===== src/rtl/hamming_rx_deserializer_pkg.sv =====
// Shared definitions for the Hamming serial receive path: FSM states,
// parameter limits and width helpers used by the deserializer and its FIFO.
package hamming_rx_deserializer_pkg;

    // Legal parameter ranges for the receive path.
    localparam int IP_BIT_MIN = 5;
    localparam int IP_BIT_MAX = 11;
    localparam int DEPTH_MIN  = 2;
    localparam int DEPTH_MAX  = 8;

    // Codeword width for the default configuration (IP_BIT = 8).
    localparam int DEFAULT_IP_BIT = 8;
    localparam int DEFAULT_CW     = DEFAULT_IP_BIT + 4;

    // Word-assembly FSM states.
    typedef enum logic {
        IDLE  = 1'b0,
        SHIFT = 1'b1
    } state_t;

    // Codeword width for a given number of data bits (data + 4 check bits).
    function automatic int cw_width(input int ip_bit);
        return ip_bit + 4;
    endfunction

    // Ceiling log2, used for pointer and counter widths.
    function automatic int clog2(input int value);
        int result;
        result = 0;
        for (int i = 0; i < 31; i++) begin
            if ((1 << i) < value) begin
                result = i + 1;
            end
        end
        return result;
    endfunction

endpackage


===== src/rtl/hamming_cw_fifo.sv =====
// Small synchronous FIFO holding completed codewords. Head is read straight
// from the storage array, so a pushed word is visible one cycle after the
// push edge. Full/empty use pointers one bit wider than the address.
module hamming_cw_fifo
    import hamming_rx_deserializer_pkg::*;
#(
    parameter int WIDTH = DEFAULT_CW,
    parameter int DEPTH = 2
) (
    input  logic             clk,
    input  logic             rst,
    input  logic             push,
    input  logic             pop,
    input  logic [WIDTH-1:0] din,
    output logic [WIDTH-1:0] head,
    output logic             full,
    output logic             empty
);

    localparam int AW = clog2(DEPTH);

    logic [AW:0]       wr_ptr;
    logic [AW:0]       rd_ptr;
    logic [WIDTH-1:0]  mem [DEPTH];
    logic              do_pop;
    logic              do_push;

    assign empty = (wr_ptr == rd_ptr);
    assign full  = (wr_ptr[AW] != rd_ptr[AW]) && (wr_ptr[AW-1:0] == rd_ptr[AW-1:0]);

    // A pop on an empty FIFO is ignored; a push while full only lands if a
    // pop frees the head slot in the same cycle.
    assign do_pop  = pop && !empty;
    assign do_push = push && (!full || do_pop);

    assign head = mem[rd_ptr[AW-1:0]];

    // Pointer and storage update; storage is cleared so head is never X.
    always_ff @(posedge clk or posedge rst) begin
        if (rst) begin
            wr_ptr <= '0;
            rd_ptr <= '0;
            for (int i = 0; i < DEPTH; i++) begin
                mem[i] <= '0;
            end
        end else begin
            if (do_push) begin
                mem[wr_ptr[AW-1:0]] <= din;
                wr_ptr              <= wr_ptr + {{AW{1'b0}}, 1'b1};
            end
            if (do_pop) begin
                rd_ptr <= rd_ptr + {{AW{1'b0}}, 1'b1};
            end
        end
    end

endmodule


===== src/rtl/hamming_rx_deserializer.sv =====
// Serial-to-parallel front end for the Hamming decoder. Collects a framed
// bitstream into CW-bit codewords (first bit at the MSB), queues them and
// hands them out uncorrected. Words that arrive while the queue is full
// and not draining are dropped and counted.
//
// Output handshake: out_valid/out_code describe the queue head; a word is
// transferred on every rising edge where out_valid && out_ready. While
// out_valid=1 and out_ready=0, out_valid and out_code hold steady.
module hamming_rx_deserializer
    import hamming_rx_deserializer_pkg::*;
#(
    parameter int IP_BIT = DEFAULT_IP_BIT,
    parameter int DEPTH  = 2,
    parameter int CNT_W  = 8
) (
    input  logic                    clk,
    input  logic                    rst,
    input  logic                    in_valid,
    input  logic                    in_start,
    input  logic                    in_bit,
    output logic                    out_valid,
    input  logic                    out_ready,
    output logic [IP_BIT+3:0]       out_code,
    output logic                    overflow,
    output logic [CNT_W-1:0]        drop_cnt
);

    localparam int CW       = cw_width(IP_BIT);
    localparam int CNT_BITS = clog2(CW + 1);
    localparam logic [CNT_BITS-1:0] LAST_CNT = CNT_BITS'(CW - 1);
    localparam logic [CNT_BITS-1:0] ONE_CNT  = CNT_BITS'(1);

    state_t                state_q;
    state_t                state_d;
    logic [CNT_BITS-1:0]   cnt_q;
    logic [CNT_BITS-1:0]   cnt_d;
    logic [CW-1:0]         shift_q;
    logic [CW-1:0]         shift_d;
    logic [CW-1:0]         word;
    logic                  push;
    logic                  fifo_full;
    logic                  fifo_empty;
    logic                  drop_word;

    // Word-assembly state registers.
    always_ff @(posedge clk or posedge rst) begin
        if (rst) begin
            state_q <= IDLE;
            cnt_q   <= '0;
            shift_q <= '0;
        end else begin
            state_q <= state_d;
            cnt_q   <= cnt_d;
            shift_q <= shift_d;
        end
    end

    // Next-state logic: start/restart on in_start, shift on plain valid
    // bits, push the assembled word when its last bit is sampled.
    always_comb begin
        state_d = state_q;
        cnt_d   = cnt_q;
        shift_d = shift_q;
        push    = 1'b0;
        word    = {shift_q[CW-2:0], in_bit};
        case (state_q)
            IDLE: begin
                if (in_valid && in_start) begin
                    shift_d = {{(CW-1){1'b0}}, in_bit};
                    cnt_d   = ONE_CNT;
                    state_d = SHIFT;
                end
            end
            SHIFT: begin
                if (in_valid) begin
                    if (in_start) begin
                        // A fresh start abandons the partial word without a flag.
                        shift_d = {{(CW-1){1'b0}}, in_bit};
                        cnt_d   = ONE_CNT;
                    end else if (cnt_q == LAST_CNT) begin
                        push    = 1'b1;
                        shift_d = '0;
                        cnt_d   = '0;
                        state_d = IDLE;
                    end else begin
                        shift_d = word;
                        cnt_d   = cnt_q + ONE_CNT;
                    end
                end
            end
            default: begin
                state_d = IDLE;
            end
        endcase
    end

    hamming_cw_fifo #(
        .WIDTH (CW),
        .DEPTH (DEPTH)
    ) u_fifo (
        .clk   (clk),
        .rst   (rst),
        .push  (push),
        .pop   (out_ready),
        .din   (word),
        .head  (out_code),
        .full  (fifo_full),
        .empty (fifo_empty)
    );

    assign out_valid = !fifo_empty;

    // When full the FIFO is non-empty, so a same-cycle out_ready always frees a slot.
    assign drop_word = push && fifo_full && !out_ready;

    // Sticky overflow flag and saturating count of dropped words.
    always_ff @(posedge clk or posedge rst) begin
        if (rst) begin
            overflow <= 1'b0;
            drop_cnt <= '0;
        end else if (drop_word) begin
            overflow <= 1'b1;
            if (drop_cnt != {CNT_W{1'b1}}) begin
                drop_cnt <= drop_cnt + {{(CNT_W-1){1'b0}}, 1'b1};
            end
        end
    end

endmodule


===== config.mk =====
export PLATFORM = sky130hd
export DESIGN_NAME = hamming_rx_deserializer
export DESIGN_NICKNAME = d
export VERILOG_FILES = /design/src/rtl/hamming_rx_deserializer_pkg.sv /design/src/rtl/hamming_cw_fifo.sv /design/src/rtl/hamming_rx_deserializer.sv
export SDC_FILE = /design/constraint.sdc
export NUM_CORES = 1
export LEC_CHECK = 0
export ABC_AREA = 1
export CAP_MARGIN = 20
export CORE_UTILIZATION = 56
export DETAILED_ROUTE_END_ITERATION = 10
export PLACE_DENSITY = 0.91
export SLEW_MARGIN = 25
export SYNTH_ARGS = -nofsm -noshare
export SYNTH_HDL_FRONTEND = slang
export SYNTH_SLANG_ARGS = --single-unit

===== constraint.sdc =====
create_clock -name clk -period 2.6 [get_ports clk]
set_input_delay 0.78 -clock clk [delete_from_list [all_inputs] [get_ports clk]]
set_output_delay 0.78 -clock clk [all_outputs]
set_load 0.01 [all_outputs]

======== After elaboration in Yosys (flattened, before gate mapping) ========
Index checks and enable logic that the tools add are counted.
word-level totals
  flip-flop bits (word level) ............. 53
  input bits .............................. 6
  output and inout bits ................... 22
  word-level logic and storage cells ...... 64
cells by class
  $lt $le $gt $ge ......................... 3
  reduce and logical (&&, ||, !) cells .... 13
  add/sub/neg operators ................... 4
  equality and inequality tests ........... 7
  bitwise operators ....................... 3
  multiplexer cells ....................... 25
operator list
  cell                                                       count
  2-to-1 mux 12 bit                                          4
  2-to-1 mux 11 bit                                          4
  bitwise mux 24 bit                                         1
  case mux 11 bit (2 select lines)                           1
  2-to-1 mux 4 bit                                           4
  demux 12 bit (select 1 bit)                                1
  adder 8 x 1 -> 8 bit (second input constant)               1
  2-to-1 mux 1 bit                                           8
  inequality test 8 bit (second input constant)              1
  case mux 4 bit (2 select lines)                            1
  logical AND 1 bit                                          7
  adder 2 x 1 -> 2 bit (second input constant)               2
  adder 4 x 1 -> 4 bit (second input constant)               1
  equality test 4 bit (second input constant)                1
  greater-or-equal comparator 2 bit (second input constant)  2
  inequality test 2 bit (second input constant)              2
  NOT 1 -> 2 bit                                             2
  AND reduction 2 bit                                        2
  zero test 1 bit                                            3
  equality test 2 bit                                        1
  < comparator 2 x 1 -> 1 bit (second input constant)        1
  case mux 1 bit (2 select lines)                            1
  equality test 1 bit                                        1
  logical OR 1 bit                                           1
  other kinds (2)                                            2

======== Longest topological paths before layout ========
Gate-level depths: netlist (run 1).
  depth in word-level cells ............... 8
  depth in mapped cells ................... 9
  gate-level depth less buffers ........... 7

======== Cells and area by module ========
From an unflattened synthesis (run 1), not the netlist that was laid out.
second synthesis, totals
  cells, all modules ...................... 334
  area total of the unflattened synthesis .. 2758.9 um2
by module, submodules not included
  module                   area each (um2)  times used  cells an instance  sequential area each (um2)
  hamming_cw_fifo          1507.7           1           181                700.7
  hamming_rx_deserializer  1251.2           1           153                625.6

======== Worst setup path before layout (run 1) ========
No wires, ideal clock.
  path kind ............................... register to output
  start point ............................. reg u_fifo.rd_ptr[0]
  end point ............................... out out_code[0]
  setup slack ............................. 0.800 ns
  arrival time ............................ 1.020 ns
  buffers on the path ..................... 2
  data required time ...................... 1.820 ns
  stages on the path, launching flop included .. 6
  cells stage by stage .................... dfrtp_1 -> buf_2 -> inv_2 -> clkbuf_1 -> nand2_1 -> nand2_1
between the ends
  longest elaborated chain between the ends .. 4
RTL lines
  item                                                  RTL line                       text
  start: declaration                                    hamming_cw_fifo.sv:23          logic [AW:0] rd_ptr;
  start signal: assignment                              hamming_cw_fifo.sv:52          rd_ptr <= rd_ptr + {{AW{1'b0}}, 1'b1};
  NOT 1 -> 2 bit (implied by the code)                  hamming_cw_fifo.sv:36          assign head = mem[rd_ptr[AW-1:0]];
  2-to-1 mux 12 bit (implied by the code) (3 in a row)  hamming_cw_fifo.sv:36
  end: declaration                                      hamming_rx_deserializer.sv:23  output logic [IP_BIT+3:0] out_code,
Every way passes these cells. The select of a mux whose other input is x is not followed.

======== Final worst setup path (run 1) ========
  start point ............................. reg u_fifo.rd_ptr[0]
  end point ............................... out out_valid
between the ends
  longest elaborated chain between the ends .. 2
RTL lines
  item                 RTL line                        text
  equality test 2 bit  hamming_cw_fifo.sv:28           assign empty = (wr_ptr == rd_ptr);
  zero test 1 bit      hamming_rx_deserializer.sv:111  assign out_valid = !fifo_empty;
  end: declaration     hamming_rx_deserializer.sv:21   output logic out_valid,
Every way passes these cells.

==> flow_summary.ini, run 1 <==
[critical_path]
cp-start-kind = register
regToRegEndpoint = u_fifo.mem[14]
timing.rr.start = cnt_q[0]
ff2ff_path_depth = 6
crit_path_end_kind = output pin
rrSetupSlack_ns = 0.94
path_max_fanout = 15
worstSetupPathType = register to output pin
crit_arrival_ns = 1.71
critPathRequiredTime_ns = 1.82

[die]
num_rows = 24
initial_core_util = 0.598
core_area_um2 = 4440
die_h_um = 70.9
dieArea_um2 = 5030
dieWidth_um = 70.9
io_pins = 28

[outcome]
status = completed

[logic_synthesis]
ys_seq_elements = 53
synth_edf_count = 0
async_reset_ff_frac = 1.00
yosysWarnings = 0
syn-cell-area_um2 = 2660
synth_top_cells_by_area = dfrtp_1, nand2_1, nand4_1
synthDistinctLibCells = 27
yosysMostFrequentCell = nand2_1
synth_top_area_share = 0.499
avgSynthCellArea_um2 = 8.15
seq_area_frac_synth = 0.499
synth_nets = 334
synth_top_area_cell = dfrtp_1
ys.flop_type = dfrtp_1
synth_cells = 326
ys_top_cells_by_count = nand2_1, dfrtp_1, nand4_1, inv_1, nand3_1

[timing]
clock_skew_ns = 0.00234
finalCriticalPeriod_ns = 2.49
drv_slew = 0
max_freq_mhz = 402
rsz0062_at_grt = false
hold_viol_final = 0
slew-limit-headroom = 0.739
worst_pin_slew_ns = 0.390
setup_violations = 0
setup_tns_ns = 0
post-route-period-util = 0.957

[detailed_routing]
drt_iter0_markers = 228
routed_wl_um = 5640
vias = 2254
post_drt_wl_per_cell_um = 14.0
postRouteAntennaNets = 0
routed_via_density = 5.59
firstDrtPassIters = 6
drcViolationCount = 0

[global_route]
grt_pass1_wl_um = 9450
grt_max_degree = 54
grt_usage = 0.246
grt_pass1_vias = 2125
busiest_layer = met2
grt_use_met1 = 0.327
use_met3 = 0.0670
use_met2 = 0.385
grt-ovfl-total = 0
antenna_found_initial = 0

[placed_design]
dpl.hpwl_um = 3850
place.gp.congestion = 0.853
io_buffers = 27
dpl_cell_area_um2 = 2960

[clocking]
cts.clk_slew.worst_paths_ns = 0.09
cts_max_level = 2
cts_root_buf = clkbuf_8
ctsHoldBuffers = 0
post_cts_buffers = 0
cts_resized = 1
cts_tree = done
cts_buffers = 5
clkLatencyLatePin_ns = 0.31
cts_buffer_depth = 2
clock-sinks = 53

[hold_path]
hp-start = overflow
min_path_type = register to register
whs_path_depth = 1
hold_end = overflow

[cells_and_area]
antenna_cells = 0
drive_gt1_frac = 0.0826
area_delta_synth_final_pct = 14.7
design_area_um2 = 3050
nets = 359
postLayoutCoreUtil = 0.686

[flow_run]
drv_cap = 0

[pwr]
power.total_uw = 1700
power_density_nw_per_um2 = 557
vdd_drop_max_v = 0.000380
leakage_uw = 0.00153
layout make-up:
| cell class | count | area, um^2 |
|---|---|---|
| clock buffer | 7 | 86.3 |
| sequential | 53 | 1330 |
| tap | 52 | 65.1 |
| multi-input combinational | 231 | 1130 |
| fill | 369 | 1400 |
| timing repair buffer | 34 | 335 |
| inverter | 26 | 100 |
cells in the final DEF, fill, tap and decap left out, types with 2 or more instances in the layout:
cell | Yosys | final
buf_4 | 3 | 6
nand3_1 | 15 | 15
dfrtp_1 | 53 | 52
inv_2 | 3 | 3
ha_1 | 2 | 2
nor2_1 | 8 | 8
xor2_1 | 3 | 3
o21ai_0 | 7 | 7
nand2_2 | 3 | 3
nand2_1 | 139 | 139
clkbuf_8 | 0 | 6
clkdlybuf4s50_1 | 0 | 27
xnor2_1 | 2 | 2
nand4_1 | 30 | 30
nand3_4 | 3 | 3
inv_1 | 23 | 22
o22ai_1 | 10 | 10
stage by stage:
step                std cells  hold slack, ns  worst slack, ns
finish                    403           0.470            0.113
global placement          396           0.454            0.291
detailed placement        396           0.454            0.240
floorplan                 326           0.442            0.534
CTS                       403           0.475           0.0454
global route              403           0.491           0.0189
registers in the layout, summed over array words and instances (netlist names):
register and flops:
overflow 1, u_fifo.rd_ptr 2, u_fifo.wr_ptr 2, shift_q 11, u_fifo.mem 24, state_q 1
cnt_q 4, drop_cnt 8
where the power goes:
part           leakage, uW  internal, uW  total, uW  switching (uW)
Clock            0.0000443           212        469             257
Combinational     0.000766           112        329             217
Sequential        0.000724           855        899            43.8
how the worst max path moves through the flow:
stage          slack (ns)             start             end  depth (start not counted)
4_1_cts              0.05  u_fifo.rd_ptr[0]       out_valid                          5
3_5_place_dp         0.24          in_valid  u_fifo.mem[16]                          8
5_1_grt              0.02  u_fifo.rd_ptr[0]       out_valid                          5
2_1_floorplan        0.53               rst        cnt_q[0]                          1
3_3_place_gp         0.29          in_valid  u_fifo.mem[17]                          8
6_report             0.11  u_fifo.rd_ptr[0]       out_valid                          5
kinds of logic after synthesis:
| kind of cell | Yosys count | share of synthesized area |
|---|---|---|
| and+or+nand+nor | 205 | 0.358 |
| AOI/OAI and AO/OA | 19 | 0.0424 |
| adders and majority gates | 2 | 0.00941 |
| buffers and inverters | 42 | 0.0744 |
| xor gates and xnor gates | 5 | 0.0165 |
| DFF | 53 | 0.499 |
worst max-delay path, stage by stage, from the launching register on:
cell	delay, ns
dfrtp_2	0.47
inv_4	0.18
nand2_2	0.08
nand2_2	0.08
nand3_1	0.09
clkdlybuf4s50_1	0.49
metal layers:
metal	vias to the layer above	share of wire
met3	16	0.070
met4	0	0.023
met1	1055	0.43
met5	-	0
met2	75	0.48
li1	1108	-
Note: power is estimated with default switching activity, not from simulation.
==> run 2: changes to the inputs <==
- ABC_AREA: 1 -> default
- CORE_UTILIZATION: 56 -> 55
==> run 2 against run 1 <==
  * Register-to-register slack got worse by 0.38 ns
  * Synthesized cell count down 44%
  * Die area down 8.3%
  * Combinational power decreased by 16%
  * Fmax shrank 2.6%
  * Setup slack worse by 0.066 ns
  * Count of clock-buffer cells in the layout shrank 1
  * Critical path type unchanged
  * Critical endpoint is now out_code[10]
  * Largest cell class unchanged
  * Largest power group unchanged
==> flow_summary.ini, run 2 <==
[pwr]
power_switching_uw = 446
combPwrFrac = 0.168
swShare = 0.269
seqPwrFrac = 0.542
p_clk_frac = 0.290
vdd_drop_max_v = 0.000478
power.internal_uw = 1210
leakage_uw = 0.00141
power_density_nw_per_um2 = 575

[placed_design]
io_buffers = 27
place.gp.congestion = 0.794
pre_cts_ws_ns = 0.0380
dpl.hpwl_um = 2970
dp_cells = 263
dpl_cell_area_um2 = 2790

[global_route]
antenna_found_initial = 0
grt_pass1_wl_um = 7540
grt_pass1_vias = 1511
grt-ovfl-total = 0
grt_usage = 0.225
grt_max_degree = 37

[critical_path]
crit_path_top_delay_cell = clkdlybuf4s50_1
critPathRequiredTime_ns = 1.82
crit_arrival_ns = 1.77
timing.rr.start = cnt_q[0]
crit_chain = buf_4 > mux2_2 > clkdlybuf4s50_1
ff2ff_path_depth = 5
path_delay_family = buffers and inverters
path_max_fanout = 8
worstSetupPathType = register to output pin
cp-startpoint = u_fifo.rd_ptr[0]
crit_path_end_kind = output pin
cp.depth = 3
cp-start-kind = register
max_stage_delay_ns = 0.48
path_buf_inv = 2

[clocking]
clock-sinks = 53
cts_max_level = 2
clkLatencyLatePin_ns = 0.31
cts_root_buf = clkbuf_8
ctsHoldBuffers = 0
cts_buffers = 5
cts.clk_slew.worst_paths_ns = 0.10
cts_buffer_depth = 2
cts_tree = done
post_cts_buffers = 0

[timing]
finalCriticalPeriod_ns = 2.55
hold_viol_final = 0
setup_tns_ns = 0
worst_pin_slew_ns = 0.409
timing.hold.ws_ns = 0.490
drv_slew = 0
finalWorstSetupSlack_ns = 0.0473
clock_skew_ns = 0.00875
post-route-period-util = 0.982
rsz0062_at_grt = true
slew-limit-headroom = 0.727
max_freq_mhz = 392
setup_violations = 0

[detailed_routing]
wl_met2_um = 2120
dr_wl_met3_um = 195
drt-met1-wl_um = 2080
vias = 1579
post_drt_wl_per_cell_um = 16.4
firstDrtPassIters = 4
routed_via_density = 5.83
drcViolationCount = 0
drt_iter0_markers = 117
top_layer_used = met4
routed_wl_um = 4450
postRouteAntennaNets = 0

[cells_and_area]
antenna_cells = 0
regMostFlops = u_fifo.mem
layoutNonFillerInstCount = 271
design_area_um2 = 2890
area_delta_synth_final_pct = 20.9
nFillCells = 278
final_common_cell = dfrtp_1
drive_gt1_frac = 0.299
reg_top3 = u_fifo.mem (24), shift_q (11), drop_cnt (8)
largest_register_ffs = 24
nets = 228
mostFrequentLayoutCells = dfrtp_1, mux2_2, clkdlybuf4s50_1, buf_4, a22o_1

[logic_synthesis]
synth_top_family_by_area = multiplexers
yosys.area_share.simple = 0.0849
synth_cells = 182
synthMuxAreaShare = 0.193
syn-cell-area_um2 = 2390
synth_xor_area_frac = 0.0320
yosysWarnings = 0
seq_area_frac_synth = 0.556
ys.flop_type = dfrtp_1
synthDistinctLibCells = 36
synth_adder_area_share = 0.0105
synth_top_area_cell = dfrtp_1
synth_top_cells_by_area = dfrtp_1, mux2_2, mux2_4
ys_seq_elements = 53
avgSynthCellArea_um2 = 13.1
synth_compound_area_frac = 0.0970
synth_top_area_share = 0.556
ys_top_cells_by_count = dfrtp_1, mux2_2, a22o_1, mux2_4, nand2_1
async_reset_ff_frac = 1.00
yosysMostFrequentCell = dfrtp_1
synth_nets = 190
synth_edf_count = 0

[die]
die_h_um = 67.9
io_pins = 28
initial_core_util = 0.584
num_rows = 23
dieArea_um2 = 4610
dieWidth_um = 67.9
core_area_um2 = 4090

[hold_path]
whs_path_depth = 1
min_path_type = register to register
hp-start = overflow

[flow_run]
drv_cap = 0

[outcome]
status = completed
==> run 2: cell types whose count changed after synthesis, moves of 4 or more <==
cell / delta
nor2b_1: +4
nand2_1: -130
a31oi_1: +5
a21oi_1: +5
a22o_1: +10
o22ai_1: -10
nand3_1: -11
mux2_4: +9
mux2_2: +29
nand4_1: -28
inv_1: -19
==> run 2: stage by stage <==
| step | total power (uW) | utilization |
|---|---|---|
| after floorplan | 1090 | - |
| after global placement | 1180 | 0.682 |
| after detailed placement | 1190 | 0.682 |
| after CTS | 1670 | 0.706 |
| after global routing | 1730 | 0.706 |
| final | 1660 | 0.706 |
==> run 2: timing repair <==
item	in CTS	in global routing
setup endpoints to repair	8	3
gates resized for setup	1	0
pin swaps	0	1
==> run 2: routing by layer <==
layer / global-route usage / vias to the layer above
met1: 0.320 / 793
met3: 0.0483 / 7
li1: - / 732
met5: 0 / -
met4: 0.0703 / 0
met2: 0.347 / 47
==> run 2: path summary, 6_finish.rpt <==
kind / to / slack [ns]
min in group asynchronous: u_fifo.mem[23] / 0.78
setup reg to reg: u_fifo.mem[23] / 0.56
hold / removal: overflow / 0.49
hold reg to reg: overflow / 0.49
setup / recovery: out_code[10] / 0.05
max in group asynchronous: u_fifo.rd_ptr[0] / 1.28
==> run 2: power groups by stage <==
stage	Clock [uW]	Sequential, uW	Combinational [uW]
after detailed placement	0	912	280
final	482	900	278
after CTS	491	899	280
after global routing	517	906	302
after floorplan	0	893	197
after global placement	0	910	271
==> run 2: cell families after synthesis <==
| logic type | Yosys count |
|---|---|
| flip-flops | 53 |
| buffers and inverters | 14 |
| multiplexers | 38 |
| AND/OR/NAND/NOR | 35 |
| XOR/XNOR | 7 |
| AO/OA/AOI/OAI | 33 |
| adder cells (fa/ha/maj) | 2 |
==> run 2: worst register-to-register path, cell delays in order, from the launching register on <==
cell and delay [ns]:
dfrtp_1 0.40, ha_1 0.22, nand3b_1 0.29, or4_1 0.48, buf_4 0.22, mux2_4 0.33
==> run 2: cell type report <==
| type | instances | area (um^2) | share of cell area |
|---|---|---|---|
| multi-input combinational | 115 | 997 | 0.345 |
| timing repair buffer | 41 | 388 | 0.134 |
| sequential | 53 | 1330 | 0.460 |
| clock inverter | 2 | 13.8 | 0.00477 |
| inverter | 4 | 15.0 | 0.00520 |
| clock buffer | 6 | 82.6 | 0.0286 |
| tap | 50 | 62.6 | 0.0217 |
==> run 3: changes to the inputs <==
- CORE_MARGIN: default -> 10
==> run 3 against run 2 <==
  * Setup slack improved by 0.063 ns
  * Critical path type unchanged
  * Global-route usage fell by 9.5 points
  * Wire length rose by 4.0%
  * Final cell count did not move
  * Sequential power fell by 1%
  * Non-clock buffer count did not move
  * Power rose by 6.1%
  * Worst hold slack got worse by 0.013 ns
  * Count of clock-buffer cells in the layout rose by 1
  * Utilization rose by 0.89 points
  * Die area rose by 60%
  * Critical path depth did not move
==> flow_summary.ini, run 3 (synthesis gave the netlist of run 2 again) <==
[cells_and_area]
reg_top3 = u_fifo.mem (24), shift_q (11), drop_cnt (8)
largest_register_ffs = 24
nets = 228
layoutNonFillerInstCount = 271
drive_gt1_frac = 0.290
final_common_cell = dfrtp_1
antenna_cells = 0
multi_input_area_um2 = 1010
nFillCells = 284
mostFrequentLayoutCells = dfrtp_1, mux2_2, clkdlybuf4s50_1, buf_4, a22o_1
regMostFlops = u_fifo.mem
regArea_um2 = 1330
area_delta_synth_final_pct = 22.4

[global_route]
grt_pass1_vias = 1585
grt_usage = 0.130
grt-ovfl-total = 0
grt_pass1_wl_um = 7780
grt_max_degree = 54
antenna_found_initial = 0

[clocking]
cts_max_level = 2
ctsHoldBuffers = 0
clkLatencyLatePin_ns = 0.30
cts_buffers = 5
cts.clk_slew.worst_paths_ns = 0.09
cts_root_buf = clkbuf_8
clock-sinks = 53
cts_tree = done
cts_buffer_depth = 2

[pwr]
vdd_drop_max_v = 0.000524
power_density_nw_per_um2 = 603
leakage_uw = 0.00142

[die]
dieArea_um2 = 7380
num_rows = 23
core_area_um2 = 4090
dieWidth_um = 85.9
initial_core_util = 0.584
io_pins = 28
die_h_um = 85.9

[detailed_routing]
drt_iter0_markers = 97
routed_via_density = 5.72
vias = 1550
wl_met2_um = 2270
postRouteAntennaNets = 0
routed_wl_um = 4630
top_layer_used = met4
drt-met1-wl_um = 2030
drcViolationCount = 0
firstDrtPassIters = 4
dr_wl_met3_um = 273
post_drt_wl_per_cell_um = 17.1

[timing]
clock_skew_ns = 0.00426
post-route-period-util = 0.958
finalCriticalPeriod_ns = 2.49
worst_pin_slew_ns = 0.344
rsz0062_at_grt = false
setup_violations = 0
slew-limit-headroom = 0.770
setup_tns_ns = 0
drv_slew = 0
max_freq_mhz = 402
hold_viol_final = 0

[outcome]
status = completed

[critical_path]
crit_arrival_ns = 1.71
cp-start-kind = register
crit_path_end_kind = output pin
worstSetupPathType = register to output pin
path_max_fanout = 8
critPathRequiredTime_ns = 1.82

[flow_run]
drv_cap = 0

[placed_design]
dp_cells = 263
place.gp.congestion = 0.816
dpl.hpwl_um = 3200
io_buffers = 27

[hold_path]
min_path_type = register to register
## run 3: changes by cell type in the layout (fill, tap and decap cells not counted)
cell,change
xor2_4,+1
buf_6,+1
bufinv_16,+1
buf_4,-1
xor2_2,-1
dlymetal6s2s_1,+1
clkinv_2,-1
clkdlybuf4s50_1,-1
dfrtp_1,+1
dfrtp_2,-1
clkinv_4,-1
clkbuf_1,+1
## run 3: repair_timing
item,CTS,global route
setup buffers,0,0
gates resized for setup,2,1
setup endpoints to repair,1,1
## run 3: worst paths after layout
| path | from | end | slack (ns) | cells past startpoint |
|---|---|---|---|---|
| max reg2reg | cnt_q[0] | u_fifo.mem[18] | 0.55 | 5 |
| min in group asynchronous | rst | u_fifo.mem[7] | 0.84 | 3 |
| min | overflow | overflow | 0.48 | 1 |
| min reg2reg | overflow | overflow | 0.48 | 1 |
| max | u_fifo.rd_ptr[0] | out_code[4] | 0.11 | 3 |
| max in group asynchronous | rst | u_fifo.mem[4] | 1.54 | 3 |
## run 3: cell type report
type,count,area share
clock inverter,1,0.0103
timing repair buffer,41,0.135
inverter,4,0.00514
sequential,53,0.454
clock buffer,7,0.0295
tap,50,0.0214
multi-input combinational,115,0.345
## run 3: layer usage
metal	vias to the layer above	GRT usage
met5	-	0
li1	732	-
met3	8	0.0445
met1	774	0.152
met4	0	0.0539
met2	36	0.212
## run 3: through the flow
step	cell area, um^2	setup slack [ns]	hold WS, ns	util	power (uW)
finish	2920	0.110	0.477	0.715	1760
CTS	2920	0.0124	0.482	0.715	1780
global placement	2790	0.0509	0.452	0.682	1180
floorplan	2390	0.236	0.463	-	1090
detailed placement	2790	0.0125	0.460	0.682	1200
global route	2920	0.0167	0.493	0.715	1840
## run 3: worst max-delay path: stages (launching register included)
cell and delay, ns:
dfrtp_1 0.38, buf_4 0.19, mux2_2 0.35, clkdlybuf4s50_1 0.48
## run 3: where the power goes
group          total (uW)  internal, uW  switching [uW]
combinational         303           148             155
clock                 571           314             257
sequential            888           856            32.2
